### src/rtl/sel_seq_mult.sv
// Sequential shift-add multiplier with rotating operand-pair select.
//
// Picks one of four operand pairs (A*B, B*C, C*D, D*A) on an accepted start,
// then adds one shifted partial product per cycle for WIDTH cycles. The full
// 2*WIDTH-bit product, its low half and an overflow flag (upper half nonzero)
// are registered on the final iteration and held until the next result.
//
// Ports:
//   clk      rising-edge clock
//   rst      asynchronous active-high reset
//   start    operation request, sampled only in IDLE or DONE
//   A..D     WIDTH-bit unsigned operands
//   select   pair select: 00=A*B, 01=B*C, 10=C*D, 11=D*A
//   busy     high while iterating (exactly WIDTH cycles)
//   done     one-cycle pulse when product/out/error are fresh
//   product  full 2*WIDTH-bit product
//   out      product[WIDTH-1:0]
//   error    product[2*WIDTH-1:WIDTH] != 0
module sel_seq_mult #(
  parameter int unsigned WIDTH = 8
) (
  input  logic               clk,
  input  logic               rst,
  input  logic               start,
  input  logic [WIDTH-1:0]   A,
  input  logic [WIDTH-1:0]   B,
  input  logic [WIDTH-1:0]   C,
  input  logic [WIDTH-1:0]   D,
  input  logic [1:0]         select,
  output logic               busy,
  output logic               done,
  output logic [2*WIDTH-1:0] product,
  output logic [WIDTH-1:0]   out,
  output logic               error
);

  localparam int unsigned CntW = (WIDTH > 1) ? $clog2(WIDTH) : 1;
  localparam logic [CntW-1:0] LastCnt = CntW'(WIDTH - 1);

  typedef enum logic [1:0] {StIdle, StRun, StDone} state_e;

  state_e             state_q;
  logic [WIDTH-1:0]   mcand_q;
  logic [WIDTH-1:0]   mplier_q;
  logic [2*WIDTH-1:0] acc_q;
  logic [CntW-1:0]    cnt_q;
  logic [2*WIDTH-1:0] product_q;
  logic               error_q;

  logic [WIDTH-1:0]   op_first;
  logic [WIDTH-1:0]   op_second;
  logic [2*WIDTH-1:0] addend;
  logic [2*WIDTH-1:0] acc_d;

  // Operand pair rotation: first operand becomes the multiplicand.
  always_comb begin
    op_first  = A;
    op_second = B;
    unique case (select)
      2'b00: begin op_first = A; op_second = B; end
      2'b01: begin op_first = B; op_second = C; end
      2'b10: begin op_first = C; op_second = D; end
      2'b11: begin op_first = D; op_second = A; end
      default: ;
    endcase
  end

  // Multiplier is shifted right each step, so its LSB is the current bit;
  // the multiplicand stays put and is shifted by the iteration count instead.
  always_comb begin
    addend = '0;
    if (mplier_q[0]) begin
      addend = {{WIDTH{1'b0}}, mcand_q} << cnt_q;
    end
    acc_d = acc_q + addend;
  end

  always_ff @(posedge clk or posedge rst) begin
    if (rst) begin
      state_q   <= StIdle;
      mcand_q   <= '0;
      mplier_q  <= '0;
      acc_q     <= '0;
      cnt_q     <= '0;
      product_q <= '0;
      error_q   <= 1'b0;
    end else begin
      unique case (state_q)
        StIdle, StDone: begin
          if (start) begin
            mcand_q  <= op_first;
            mplier_q <= op_second;
            acc_q    <= '0;
            cnt_q    <= '0;
            state_q  <= StRun;
          end else begin
            state_q <= StIdle;
          end
        end
        StRun: begin
          acc_q    <= acc_d;
          mplier_q <= mplier_q >> 1;
          cnt_q    <= cnt_q + CntW'(1);
          if (cnt_q == LastCnt) begin
            product_q <= acc_d;
            error_q   <= |acc_d[2*WIDTH-1:WIDTH];
            state_q   <= StDone;
          end
        end
        default: state_q <= StIdle;
      endcase
    end
  end

  assign busy    = (state_q == StRun);
  assign done    = (state_q == StDone);
  assign product = product_q;
  assign out     = product_q[WIDTH-1:0];
  assign error   = error_q;

endmodule

### config.mk
export PLATFORM = sky130hd
export DESIGN_NAME = sel_seq_mult
export DESIGN_NICKNAME = d
export VERILOG_FILES = /design/src/rtl/sel_seq_mult.sv
export SDC_FILE = /design/constraint.sdc
export NUM_CORES = 1
export LEC_CHECK = 0
export ABC_CLOCK_PERIOD_IN_PS = 7300
export CORE_MARGIN = 4
export CORE_UTILIZATION = 55
export DETAILED_ROUTE_END_ITERATION = 7
export PLACE_DENSITY = 0.83
export SYNTH_ARGS = -nofsm -noshare
export SYNTH_HDL_FRONTEND = slang
export SYNTH_SLANG_ARGS = --single-unit
### constraint.sdc
create_clock -name clk -period 7.3 [get_ports clk]
set_input_delay 2.19 -clock clk [delete_from_list [all_inputs] [get_ports clk]]
set_output_delay 2.19 -clock clk [all_outputs]
set_load 0.005 [all_outputs]
==> impl_metrics.ini, run 1 <==
[clock_network]
cts_inserted_buffers = 5
root_buffer = clkbuf_8
clkSlewWorstSetupHoldPaths_ps = 90
clockBufferDepth = 2
cts_tree = done
cts_sinks = 54
clock_latency_ps = 310
post-cts-setup-buffers = 0
ctsHtreeMaxLevel = 2
ctsHoldBuffers = 0
ctsResizeCount = 0

[critical_path]
cp-end-kind = output port
crit_buf_inv = 2
cp.arrival_ps = 2410
start_kind = flop
crit_path_max_incr_delay_ps = 660
cp_max_fo = 18
worstSetupPathType = flop to output port
cp_cell_sequence = nand2b_1 > clkinv_1 > clkdlybuf4s50_1
cp_slowest_cell = clkinv_1
path_delay_family = buffers and inverters
required_ps = 5110

[timing]
max_freq_ghz = 0.217
skew_ps = 7.73
period_share = 0.630
hold-worst-slack_ps = 481
tightest_slew_ps = 1080
setup_violations = 0
relSlewSlack = 0.280
rsz0062_at_grt = no
finalHoldViolations = 0
fin_setup_tns_ps = 0
period_needed_ps = 4600
drv_slew = 0

[power_and_ir_drop]
vdd_drop_max_mv = 0.212
p_leak_nw = 1.83
p_per_area_mw_per_mm2 = 411
power.total_mw = 1.75

[yosys]
syn_nets = 410
async_reset_ff_frac = 1.00
yosysWarnings = 0
netlist_area_mm2 = 0.00356
synth-edff-count = 0
syn_area_per_cell_um2 = 10.0
synth-seq-area-share = 0.379
ys.flop_type = dfrtp_1
synth_seq_cells = 54
synth_cell_types = 50
synth_cells = 355

[floorplanning]
fp-row-count = 29
boundaryPins = 64
initial_core_util = 0.564
fp.dieH_um = 88.5
core_area_mm2 = 0.00631
die_area_mm2 = 0.00783
die_x_um = 88.5

[final_layout]
syn2layout_area_growth_pct = 19.8
diodes = 0
drive_above_1_share = 0.125
nets = 454
mostFrequentLayoutCells = clkdlybuf4s50_1, dfrtp_1, nand2_1, o21ai_0, nor2_1
final_util = 0.676
layout_commonest_cell = clkdlybuf4s50_1
fin_cells = 477

[route]
routed_wl_mm = 7.33
drc = 0
num_vias = 2745
wire_per_inst_um = 15.4
first_iter_violations = 174
via_per_inst = 5.75
dr.pass1.iters = 4
ant_nets = 0

[flow_run]
drv_cap = 0

[global_routing]
grt.overflow.total = 0
grtUsageTotal = 0.205
antenna_found_initial = 0
grt_max_degree = 55
grt_pass1_vias = 2822
grt_pass1_wl_mm = 12.7

[run_status]
status = finished, final reports clean

[placed_design]
place.gp.congestion = 0.899
dp_hpwl_mm = 5.63
dpl.cell_count = 469
port_buffers = 63

[min_path]
hold_class = flop to flop
[tightest hold or removal path: cells and delay by family (launching register included)]
family	cells	cell delay, ps
flip-flops	1	350
AND/OR/NAND/NOR	1	40
AO/OA/AOI/OAI	1	60
[cell usage after synthesis (all sizes together) (2+ instances only)]
master | count | area [um^2]
dfrtp | 54 | 1350
nand2 | 52 | 195
o21ai | 29 | 145
nor2 | 23 | 86.3
a21oi | 17 | 85.1
clkbuf | 17 | 63.8
ha | 17 | 213
mux2 | 17 | 191
mux4 | 16 | 360
buf | 11 | 80.1
xnor2 | 10 | 87.6
a22o | 9 | 78.8
a22oi | 7 | 52.6
inv | 7 | 26.3
nor2b | 7 | 43.8
mux2i | 6 | 60.1
nand3 | 6 | 30.0
a21o | 5 | 38.8
nor3 | 4 | 20.0
a31oi | 3 | 18.8
and3 | 3 | 18.8
o211ai | 3 | 27.5
o21bai | 3 | 22.5
xor2 | 3 | 26.3
a41oi | 2 | 17.5
and2 | 2 | 12.5
clkinv | 2 | 7.51
o211a | 2 | 20.0
o21a | 2 | 15.0
[final timing paths]
check,start,to,slack [ps],cells past startpoint
max,state_q[0],busy,2700,3
min,product[10],product[10],480,2
max reg2reg,cnt_q[1],error,3550,12
min reg2reg,product[10],product[10],480,2
max in group asynchronous,rst,product[5],4170,2
min in group asynchronous,rst,mcand_q[1],2450,2
[metal layers]
layer	vias to the layer above	global-route usage	wire length (um)
met2	78	0.358	3610
li1	1369	-	-
met3	7	0.0363	382
met1	1291	0.263	3230
met5	-	0	0
met4	0	0.0508	106
[registers in the layout (all words and copies together), names as in the netlist]
signal,flops
acc_q,16
cnt_q,3
error,1
mcand_q,8
mplier_q,8
product,16
state_q,2
[logic make-up after synthesis]
logic type,share of synthesized area
xor gates and xnor gates,0.0320
adders and majority gates,0.0653
AOI/OAI and AO/OA,0.178
DFF,0.379
muxes,0.172
buffers and inverters,0.0499
and+or+nand+nor,0.124
[final cells by class]
class	instances	area, um^2
repair buffers	65	646
clock buffers	5	68.8
multi-input cells	264	2030
flip-flops and latches	54	1350
inverters	9	33.8
fillers	504	2040
well taps	77	96.3
clock inverters	3	40.0
[through the flow]
step	instance area [um^2]	setup WS, ps
floorplan	3560	3500
global placement	4160	3010
detailed placement	4160	2960
CTS	4270	2730
global route	4270	2560
finish	4270	2700
[power breakdown]
| part | switching, mW | internal (mW) | leakage, nW |
|---|---|---|---|
| clock | 0.0970 | 0.101 | 0.0579 |
| combinational | 0.507 | 0.488 | 1.10 |
| sequential | 0.126 | 0.435 | 0.672 |
| total | 0.730 | 1.02 | 1.83 |
(Power assumes the default switching activity.)
==> inputs of run 2 (changes only) <==
==> config.mk (replaced) <==
export PLATFORM = sky130hd
export DESIGN_NAME = sel_seq_mult
export DESIGN_NICKNAME = d
export VERILOG_FILES = /design/src/rtl/sel_seq_mult.sv
export SDC_FILE = /design/constraint.sdc
export NUM_CORES = 1
export LEC_CHECK = 0
export ABC_CLOCK_PERIOD_IN_PS = 4490
export CORE_MARGIN = 4
export CORE_UTILIZATION = 53
export DETAILED_ROUTE_END_ITERATION = 7
export PLACE_DENSITY = 0.8
export SYNTH_ARGS = -nofsm -noshare
export SYNTH_HDL_FRONTEND = slang
export SYNTH_SLANG_ARGS = --single-unit
==> constraint.sdc (replaced) <==
create_clock -name clk -period 4.49 [get_ports clk]
set_input_delay 1.347 -clock clk [delete_from_list [all_inputs] [get_ports clk]]
set_output_delay 1.347 -clock clk [all_outputs]
set_load 0.005 [all_outputs]
==> run 2 against run 1 <==
Final area is 0.29% higher. Clock power is 46% higher. Wire length is 5.1% higher. Global-route usage is 1.1 points lower. Critical path depth is 9 higher. Clock-buffer cell count is 1 higher. Flip-flop and latch count stayed put. First-iteration DRC count is 6.9% lower. Clock skew is 5.2 ps lower. Largest cell class unchanged. Largest power group unchanged.
==> impl_metrics.ini, run 2 (synthesized netlist as in run 1, its figures left out) <==
[critical_path]
crit_path_max_incr_delay_ps = 680
cp_max_fo = 15
worstSetupPathType = flop to flop
path_delay_family = compound AO/OA/AOI/OAI gates
cp_slowest_cell = dfrtp_1
cp.arrival_ps = 3810
required_ps = 4660
cp_cell_sequence = mux2_2 > o21ai_0 > nor2_1 > o21a_1 > ha_1 > and3_1 > nand2_1 > o211a_1 > a311o_2 > xnor2_1 > nor4b_1 > a41oi_1
crit_buf_inv = 0
cp-end-kind = flop
start_kind = flop

[clock_network]
cts_sinks = 54
ctsResizeCount = 0
clockBufferDepth = 2
ctsHoldBuffers = 0
clock_latency_ps = 310
ctsHtreeMaxLevel = 2
cts_tree = done
cts_inserted_buffers = 5
clkSlewWorstSetupHoldPaths_ps = 100
root_buffer = clkbuf_8
post-cts-setup-buffers = 0

[floorplanning]
fp.dieH_um = 90.0
die_area_mm2 = 0.00810
fp-row-count = 29
initial_core_util = 0.555
core_area_mm2 = 0.00642
boundaryPins = 64
die_x_um = 90.0

[timing]
hold-worst-slack_ps = 484
skew_ps = 2.54
setup_violations = 0
period_share = 0.809
rsz0062_at_grt = no
period_needed_ps = 3630
drv_slew = 0
tightest_slew_ps = 1080
max_freq_ghz = 0.275
relSlewSlack = 0.276
fin_setup_tns_ps = 0
finalHoldViolations = 0
worst_slack_ps = 856

[placed_design]
place.gp.congestion = 0.922
dpl.cell_count = 472
dp_hpwl_mm = 5.89
port_buffers = 63
dp_worst_setup_slack_ps = 898

[min_path]
hold_class = flop to flop

[power_and_ir_drop]
switching_share = 0.423
power.total_mw = 2.84
p_seq_frac = 0.321
p_sw_mw = 1.20
p_leak_nw = 1.83
p_clk_frac = 0.102
p_int_mw = 1.64
vdd_drop_max_mv = 0.271
p_per_area_mw_per_mm2 = 664
combPwrFrac = 0.577

[global_routing]
grt_pass1_vias = 2768
grt_max_degree = 55
grt_pass1_wl_mm = 12.9
antenna_found_initial = 0
grtUsageTotal = 0.193
grt.overflow.total = 0

[final_layout]
fillers = 533
drive_above_1_share = 0.132
diodes = 0
layout_commonest_cell = clkdlybuf4s50_1
mostFrequentLayoutCells = clkdlybuf4s50_1, dfrtp_1, nand2_1, o21ai_0, nor2_1
syn2layout_area_growth_pct = 20.2
nets = 457
fin_cells = 480

[route]
dr.pass1.iters = 4
drc = 0
routed_wl_mm = 7.70
ant_nets = 0
wire_per_inst_um = 16.0
via_per_inst = 5.88
first_iter_violations = 162
num_vias = 2820

[flow_run]
drv_cap = 0

[run_status]
status = finished, final reports clean
==> run 2: path summary, 6_finish.rpt <==
| check | slack [ps] | cells past startpoint | startpoint | to |
|---|---|---|---|---|
| setup / recovery | 860 | 12 | cnt_q[1] | error |
| hold / removal | 480 | 2 | product[13] | product[13] |
| setup reg to reg | 860 | 12 | cnt_q[1] | error |
| hold reg to reg | 480 | 2 | product[13] | product[13] |
| max in group asynchronous | 2210 | 2 | rst | product[8] |
| min in group asynchronous | 1620 | 2 | rst | product[4] |
==> run 2: area by class of cell <==
type / instances / area (um^2) / share of cell area
clock buffers: 6 / 82.6 / 0.0193
clock inverters: 2 / 16.3 / 0.00380
inverters: 9 / 33.8 / 0.00789
multi-input cells: 264 / 2030 / 0.475
flip-flops and latches: 54 / 1350 / 0.316
well taps: 77 / 96.3 / 0.0225
repair buffers: 68 / 668 / 0.156
==> run 2: per-layer routing <==
| layer | share of wire | GRT usage | vias to the layer above |
|---|---|---|---|
| li1 | - | - | 1379 |
| met1 | 0.43 | 0.234 | 1345 |
| met2 | 0.50 | 0.350 | 85 |
| met3 | 0.054 | 0.0367 | 11 |
| met4 | 0.014 | 0.0587 | 0 |
| met5 | 0 | 0 | - |
==> run 2: power by group through the flow <==
stage	logic, mW	registers [mW]	clock network (mW)
global placement	1.60	0.912	0
CTS	1.65	0.913	0.302
global route	1.82	0.947	0.319
floorplan	1.22	0.832	0
detailed placement	1.64	0.922	0
finish	1.64	0.912	0.290
==> run 2: metrics by stage <==
| step | utilization | cell area (um^2) |
|---|---|---|
| 3_3_place_gp | 0.651 | 4180 |
| 3_5_place_dp | 0.651 | 4180 |
| 5_1_grt | 0.667 | 4280 |
| 2_1_floorplan | - | 3560 |
| 4_1_cts | 0.667 | 4280 |
| 6_report | 0.667 | 4280 |
==> run 2: tightest hold or removal path: stages (launching register included) <==
cell and delay (ps):
dfrtp_1 350, nand2_1 40, o21ai_0 50
==> inputs of run 3 (changes only) <==
--- a/config.mk
+++ b/config.mk
@@ -5,7 +5,7 @@
 export SDC_FILE = /design/constraint.sdc
 export NUM_CORES = 1
 export LEC_CHECK = 0
-export ABC_CLOCK_PERIOD_IN_PS = 4490
+export ABC_CLOCK_PERIOD_IN_PS = 3400
 export CORE_MARGIN = 4
 export CORE_UTILIZATION = 53
 export DETAILED_ROUTE_END_ITERATION = 7
==> constraint.sdc (replaced) <==
create_clock -name clk -period 3.4 [get_ports clk]
set_input_delay 1.02 -clock clk [delete_from_list [all_inputs] [get_ports clk]]
set_output_delay 1.02 -clock clk [all_outputs]
set_load 0.005 [all_outputs]
==> run 3 against run 2 <==
Worst setup slack got worse by 700 ps. Clock skew up 6.6 ps. Wire length up 7.9%. Clock power rose by 28%. Sequential share of layout area decreased by 1.4 points. First-iteration DRC count shrank 30%. Via count increased by 4.3%. Hold slack improved by 9.5 ps. Register-to-register slack got worse by 700 ps. Combinational power up 55%. Total power rose by 45%. Critical path depth unchanged. Critical path type unchanged.
==> impl_metrics.ini, run 3 (synthesized netlist as in run 1, its figures left out) <==
[route]
dr.pass1.iters = 5
routed_wl_mm = 8.31
num_vias = 2940
drc = 0
ant_nets = 0
via_per_inst = 5.96
wire_per_inst_um = 16.9
first_iter_violations = 114

[final_layout]
layout_commonest_cell = clkdlybuf4s50_1
mostFrequentLayoutCells = clkdlybuf4s50_1, nand2_1, dfrtp_1, o21ai_0, nor2_1
final_util = 0.698
diodes = 0
multi_input_area_mm2 = 0.00212
fin_cells = 493
nets = 470
fillers = 512
sequential_cell_area_mm2 = 0.00135
drive_above_1_share = 0.190
syn2layout_area_growth_pct = 25.8

[floorplanning]
fp-row-count = 29
die_area_mm2 = 0.00810
die_x_um = 90.0
fp.dieH_um = 90.0
core_area_mm2 = 0.00642
boundaryPins = 64
initial_core_util = 0.555

[timing]
tightest_slew_ps = 745
relSlewSlack = 0.502
period_share = 0.953
worst_slack_ps = 161
max_freq_ghz = 0.309
drv_slew = 0
setup_violations = 0
finalHoldViolations = 0
hold-worst-slack_ps = 494
skew_ps = 9.15
period_needed_ps = 3240

[critical_path]
ff2ff_setup_slack_ps = 160
cp_cell_sequence = buf_6 > mux2i_2 > mux2i_1 > o211a_1 > ha_1 > and3_4 > nand2_1 > o211a_1 > a311o_2 > xnor2_1 > nor4b_2 > a41oi_1
start_kind = flop
worstSetupPathType = flop to flop
r2r_end = error
cp_common_cell = o211a_1
timing.rr.start = cnt_q[1]
path_delay_family = compound AO/OA/AOI/OAI gates
cp-end-kind = flop
crit_buf_inv = 1
cp_slowest_cell = dfrtp_2
crit_path_max_incr_delay_ps = 430
rr_worst_depth = 12
required_ps = 3570
cp_max_fo = 7
cp.arrival_ps = 3410

[power_and_ir_drop]
switching_share = 0.425
combPwrFrac = 0.622
p_clk_frac = 0.090
p_seq_frac = 0.288
p_int_mw = 2.36
p_leak_nw = 1.89
p_sw_mw = 1.75
vdd_drop_max_mv = 0.305
p_per_area_mw_per_mm2 = 916

[clock_network]
cts_sinks = 54
ctsHoldBuffers = 0
clock_latency_ps = 310
cts_inserted_buffers = 5
clockBufferDepth = 2
ctsHtreeMaxLevel = 2
root_buffer = clkbuf_8
cts_tree = done
clkSlewWorstSetupHoldPaths_ps = 100

[placed_design]
place.gp.congestion = 0.900
dp_hpwl_mm = 6.56
port_buffers = 63
dp_worst_setup_slack_ps = 50.9
dpl.cell_count = 484

[run_status]
status = finished, final reports clean

[global_routing]
antenna_found_initial = 0
grt_max_degree = 31
grt_pass1_vias = 3067
grtUsageTotal = 0.212
grt.overflow.total = 0
grt_pass1_wl_mm = 14.4

[min_path]
hp-start = product[15]
min_to = product[15]
hold_class = flop to flop
hold_depth = 2

[flow_run]
drv_cap = 0
[run 3: timing repair]
| action | CTS | global route |
|---|---|---|
| gates resized for setup | 0 | 18 |
| endpoints found under the setup margin | 0 | 8 |
| setup buffers | 0 | 1 |
[run 3: worst max-delay path by stage]
| stage | startpoint | slack (ps) | to | depth (start not counted) |
|---|---|---|---|---|
| 3_3_place_gp | cnt_q[1] | 170 | error | 12 |
| 3_5_place_dp | cnt_q[1] | 50 | error | 12 |
| 5_1_grt | cnt_q[1] | -10 | error | 12 |
| 6_report | cnt_q[1] | 160 | error | 12 |
| 4_1_cts | cnt_q[1] | 30 | error | 12 |
| 2_1_floorplan | cnt_q[1] | 50 | error | 15 |
[run 3: power by group through the flow]
stage	sequential, mW	clock [mW]	combinational, mW
3_5_place_dp	1.17	0	2.38
4_1_cts	1.16	0.383	2.40
2_1_floorplan	1.10	0	1.62
3_3_place_gp	1.16	0	2.31
5_1_grt	1.22	0.416	2.82
6_report	1.18	0.371	2.55
[run 3: worst min-delay path, cell delays in order, from the launching register on]
cell and delay [ps]:
dfrtp_1 360, nand2_1 50, o21ai_0 60
[run 3: final cells by class]
type | instances | share of cell area
clock buffers | 5 | 0.0154
clock inverters | 3 | 0.00558
inverters | 9 | 0.00754
multi-input cells | 264 | 0.473
flip-flops and latches | 54 | 0.302
well taps | 77 | 0.0215
repair buffers | 81 | 0.174
[run 3: layer usage]
layer,part of all wire,GRT usage,vias to the layer above
met5,0,0,-
met4,0.019,0.0574,0
met1,0.41,0.258,1397
li1,-,-,1405
met3,0.065,0.0417,18
met2,0.51,0.385,120
[run 3: stage by stage]
stage                     area (um^2)  total power, mW  setup TNS, ps
final                            4480             4.11              0
after global routing             4480             4.46          -14.1
after CTS                        4380             3.94              0
after detailed placement         4290             3.55              0
after global placement           4290             3.46              0
after floorplan                  3560             2.72              0
==> RTL edit 1: new RTL, settings of run 1 <==
The 3 states of `state_e` get a one-hot encoding in 3 bits.
--- a/src/rtl/sel_seq_mult.sv
+++ b/src/rtl/sel_seq_mult.sv
@@ -37,7 +37,7 @@
   localparam int unsigned CntW = (WIDTH > 1) ? $clog2(WIDTH) : 1;
   localparam logic [CntW-1:0] LastCnt = CntW'(WIDTH - 1);
 
-  typedef enum logic [1:0] {StIdle, StRun, StDone} state_e;
+  typedef enum logic [2:0] {StIdle = 3'b001, StRun = 3'b010, StDone = 3'b100} state_e;
 
   state_e             state_q;
   logic [WIDTH-1:0]   mcand_q;
Check against the original RTL: no difference found for any inputs over 4 cycles, from zero or initial values and one cycle with rst high; so few cycles prove little.
==> RTL edit 1 against run 1 <==
  * Synthesized area is 2.5% higher
  * Total power fell by 26%
  * First-iteration DRC count rose by 8.0%
  * Sequential power down 12%
  * Utilization increased by 0.39 points
  * Wire length rose by 6.2%
  * Critical path type unchanged
  * Largest cell class unchanged
  * Sequential cell count rose by 1
  * Via count up 8.1%
  * Die area grew 2.3%
  * Setup slack got worse by 76 ps
  * Combinational power down 37%
  * Cell area is 1.7% higher
==> RTL edit 1: results (changes against run 1) <==
Layout
  – Portion of the layout cell area used by clock cells: 2.28% (-0.27 points)
  – Multi-input gate count: 284 (+7.6%)
  – Layout buffering overhead excluding clock cells: 15.0% (-0.084 points)
  – Nets@finish: 475 (+4.6%)
  – Inverter count of the layout excluding clock inverters: 8 (-1)
  – Non-clock buffers: 66 (+1.5%)
  – Multi-input gate share of the layout cell area: 48.1% (+0.43 points)
  – Number of fillers in the final layout: 515 (+2.2%)

Worst setup path
  – Top fanout value on the critical path: 31 (+13)
  – Slowest Stage Delay on Critical Path: 770 ps (+110 ps)
  – Critical R2R Capture: acc_q[14]$_DFFE_PP0P_
  – Register-to-register setup slack: 3510 ps (-40 ps)
  – Worst setup startpoint: state_q[0]$_DFFE_PP1P_

Synth
  – XOR/XNOR Fraction of Synth Area: 2.60% (-0.59 points)
  – Compound-gate portion of the synthesized area: 16.4% (-1.4 points)
  – Largest cells by area after synthesis: sky130_fd_sc_hd__dfrtp_1 (37%), sky130_fd_sc_hd__mux4_2 (9.9%), sky130_fd_sc_hd__nand2_1 (7.1%)
  – Multiplexer share of the synthesized area: 16.1% (-1.1 points)
  – Average size of a mapped cell: 9.63 um^2 (-4.0%)
  – Syn_nets: 434 (+5.9%)
  – Count of unique library cells instantiated by Yosys: 58 (+16%)

Pwr
  – Power consumed by combinational cells: 0.623 mW (-37%)
  – Worst-case vdd ir drop: 0.144 mV (-32%)
  – Proportion of power drawn by the clock network: 13.7% (+2.4 points)

Routing
  – Initial DRC count: 188 (+8.0%)
  – Vias per cell: 5.96 (+3.5%)

Min path
  – Origin of the worst min-delay path: product[11]$_DFFE_PP0P_
  – Hold Path End: product[11]$_DFFE_PP0P_

Global routing
  – Vias in the first global route: 2931 (+3.9%)
  – Global-route wire length before repair: 12.9 mm (+1.5%)

Outcome
  – Result of the run: finished clean

STA
  – Final worst hold slack: 485 ps (+4.03 ps)
  – Relative slew slack: 33.6% (+5.6 points)
[RTL edit 1: changes by cell type after synthesis, sizes merged, moves of 3 or more]
| cell | before | now |
|---|---|---|
| nand2 | 52 | 70 |
| nand2b | 1 | 4 |
| a22o | 9 | 0 |
| xnor2 | 10 | 6 |
| o22ai | 0 | 10 |
| mux2 | 17 | 14 |
[RTL edit 1: cell families after synthesis]
group                      count (synthesis)
and+or+nand+nor                          127
AOI/OAI and AO/OA                         92
DFF                                       55
buffers and inverters                     40
muxes                                     37
adders and majority gates                 18
xor gates and xnor gates                  10
[RTL edit 1: layer usage]
layer  GRT usage (%)  share of wire, %
met5               0                 0
met4            7.44               2.6
met3            4.15               7.1
met2            36.2                49
met1            25.3                42
[RTL edit 1: per-stage QoR]
stage / cells / power, mW / area [um^2]
after floorplan: 379 / 0.958 / 3650
after global placement: 490 / 1.09 / 4240
after detailed placement: 490 / 1.12 / 4240
after CTS: 498 / 1.30 / 4340
after global routing: 498 / 1.40 / 4340
final: 498 / 1.29 / 4340
==> RTL edit 2: new RTL, flow settings as in run 1 <==
Without the edit above. Change the parameter `WIDTH` from 8 to 16.
--- a/src/rtl/sel_seq_mult.sv
+++ b/src/rtl/sel_seq_mult.sv
@@ -17,7 +17,7 @@
 //   out      product[WIDTH-1:0]
 //   error    product[2*WIDTH-1:WIDTH] != 0
 module sel_seq_mult #(
-  parameter int unsigned WIDTH = 8
+  parameter int unsigned WIDTH = 16
 ) (
   input  logic               clk,
   input  logic               rst,
Ports: changed (6 resized); port bits go from 64 to 120. No check against the original RTL was run, so the function may have changed too.
==> RTL edit 2 against run 1 <==
  * Die area is 96% higher
  * Utilization decreased by 0.92 points
  * Setup slack worse by 290 ps
  * Synthesized area up 110%
  * Wire length rose by 150%
  * Sequential cell count rose by 49
  * Sequential share of layout area fell by 2.4 points
  * Total power grew 110%
  * Cell area up 110%
  * Critical endpoint is now error$_DFFE_PP0P_
  * Largest power group unchanged
==> RTL edit 2: results (changes against run 1) <==
Min path
  – Hold Path End: product[25]$_DFFE_PP0P_
  – Origin of the worst min-delay path: product[25]$_DFFE_PP0P_

STA
  – Final worst-path setup slack: 2410 ps (-292 ps)
  – Worst slew pin tran: 1070 ps (-8.73 ps)
  – Final Skew: 6.76 ps (-0.972 ps)

Routing
  – Vias per cell: 5.94 (+3.2%)
  – Number of detailed-routing iterations run before antenna repair: 6 (+2)
  – Initial DRC count: 530 (+200%)
  – Total Routed Length: 18.3 mm (+150%)

Global routing
  – Global-route wire length before repair: 30.2 mm (+140%)
  – Global-route usage over all layers: 25.0% (+4.5 points)

Synth
  – Largest cells by area after synthesis: sky130_fd_sc_hd__dfrtp_1 (35%), sky130_fd_sc_hd__mux4_2 (11%), sky130_fd_sc_hd__nand2_1 (11%)
  – Syn_nets: 907 (+120%)
  – Leading post-synthesis cells by instance count: sky130_fd_sc_hd__nand2_1 (209), sky130_fd_sc_hd__dfrtp_1 (103), sky130_fd_sc_hd__nor2_1 (41)

Worst setup path
  – Worst setup startpoint: cnt_q[0]$_DFFE_PP0P_
  – Depth of the worst register-to-register path: 16 (+4)
  – Slowest Stage Delay on Critical Path: 1040 ps (+380 ps)
  – Class of the most critical setup path: flop to flop

Clock tree
  – Clk Tree Root Cell: sky130_fd_sc_hd__clkbuf_16
  – Clock network latency to the later pin of the worst-skew pair: 350 ps (+40 ps)
  – Number of clock buffers inserted by TritonCTS: 9 (+4)
  – H-tree levels: 3 (+1)

Layout
  – Fraction of area in registers: 29.3% (-2.4 points)
  – Number of standard cells in the layout, taps in and fillers out: 1053 (+120%)
  – Number of fillers in the final layout: 1076 (+110%)
  – Share of post-route cells with drive strength above 1: 10.3% (-2.2 points)
  – Inverter count of the layout excluding clock inverters: 14 (+5)
  – Layout buffering overhead excluding clock cells: 14.1% (-1.0 points)

Floorplan
  – Core box area: 13200 um^2 (+110%)

Pwr
  – Worst-case vdd ir drop: 0.167 mV (-21%)

Place
  – Placed cell count: 1038 (+120%)
  – Setup slack after placement: 2550 ps (-418 ps)
  – Global placement routability congestion: 0.966 (+7.4%)

Outcome
  – Result of the run: finished clean
-- RTL edit 2: power breakdown --
part	switching [mW]	internal (mW)	total [mW]	leakage, nW
clock network	0.210	0.248	0.458	0.138
registers	0.276	0.816	1.09	1.30
logic	1.18	1.00	2.18	2.53
-- RTL edit 2: cell families (layout without fill, tap and decap cells) --
group,after synthesis,in the layout,share of synthesized area [%]
simple gates,318,318,18.4
fa+ha+maj,33,33,5.69
compound gates,182,182,18.3
buf+inv,83,155,5.28
xor+xnor,24,24,2.85
flops,103,103,34.9
mux,62,62,14.6
-- RTL edit 2: worst max-delay path, delay by kind of cell, from the launching register on --
family / cells / cell delay, ps
compound gates: 6 / 1730
flops: 1 / 1040
simple gates: 5 / 690
fa+ha+maj: 1 / 430
xor+xnor: 1 / 140
buf+inv: 1 / 80
mux: 2 / 630
-- RTL edit 2: metal layers --
layer	GRT usage (%)	up-vias	part of all wire (%)
li1	-	3024	-
met1	33.8	2946	44
met2	40.7	246	46
met3	4.31	39	6.7
met4	8.83	0	2.8
met5	0	-	0
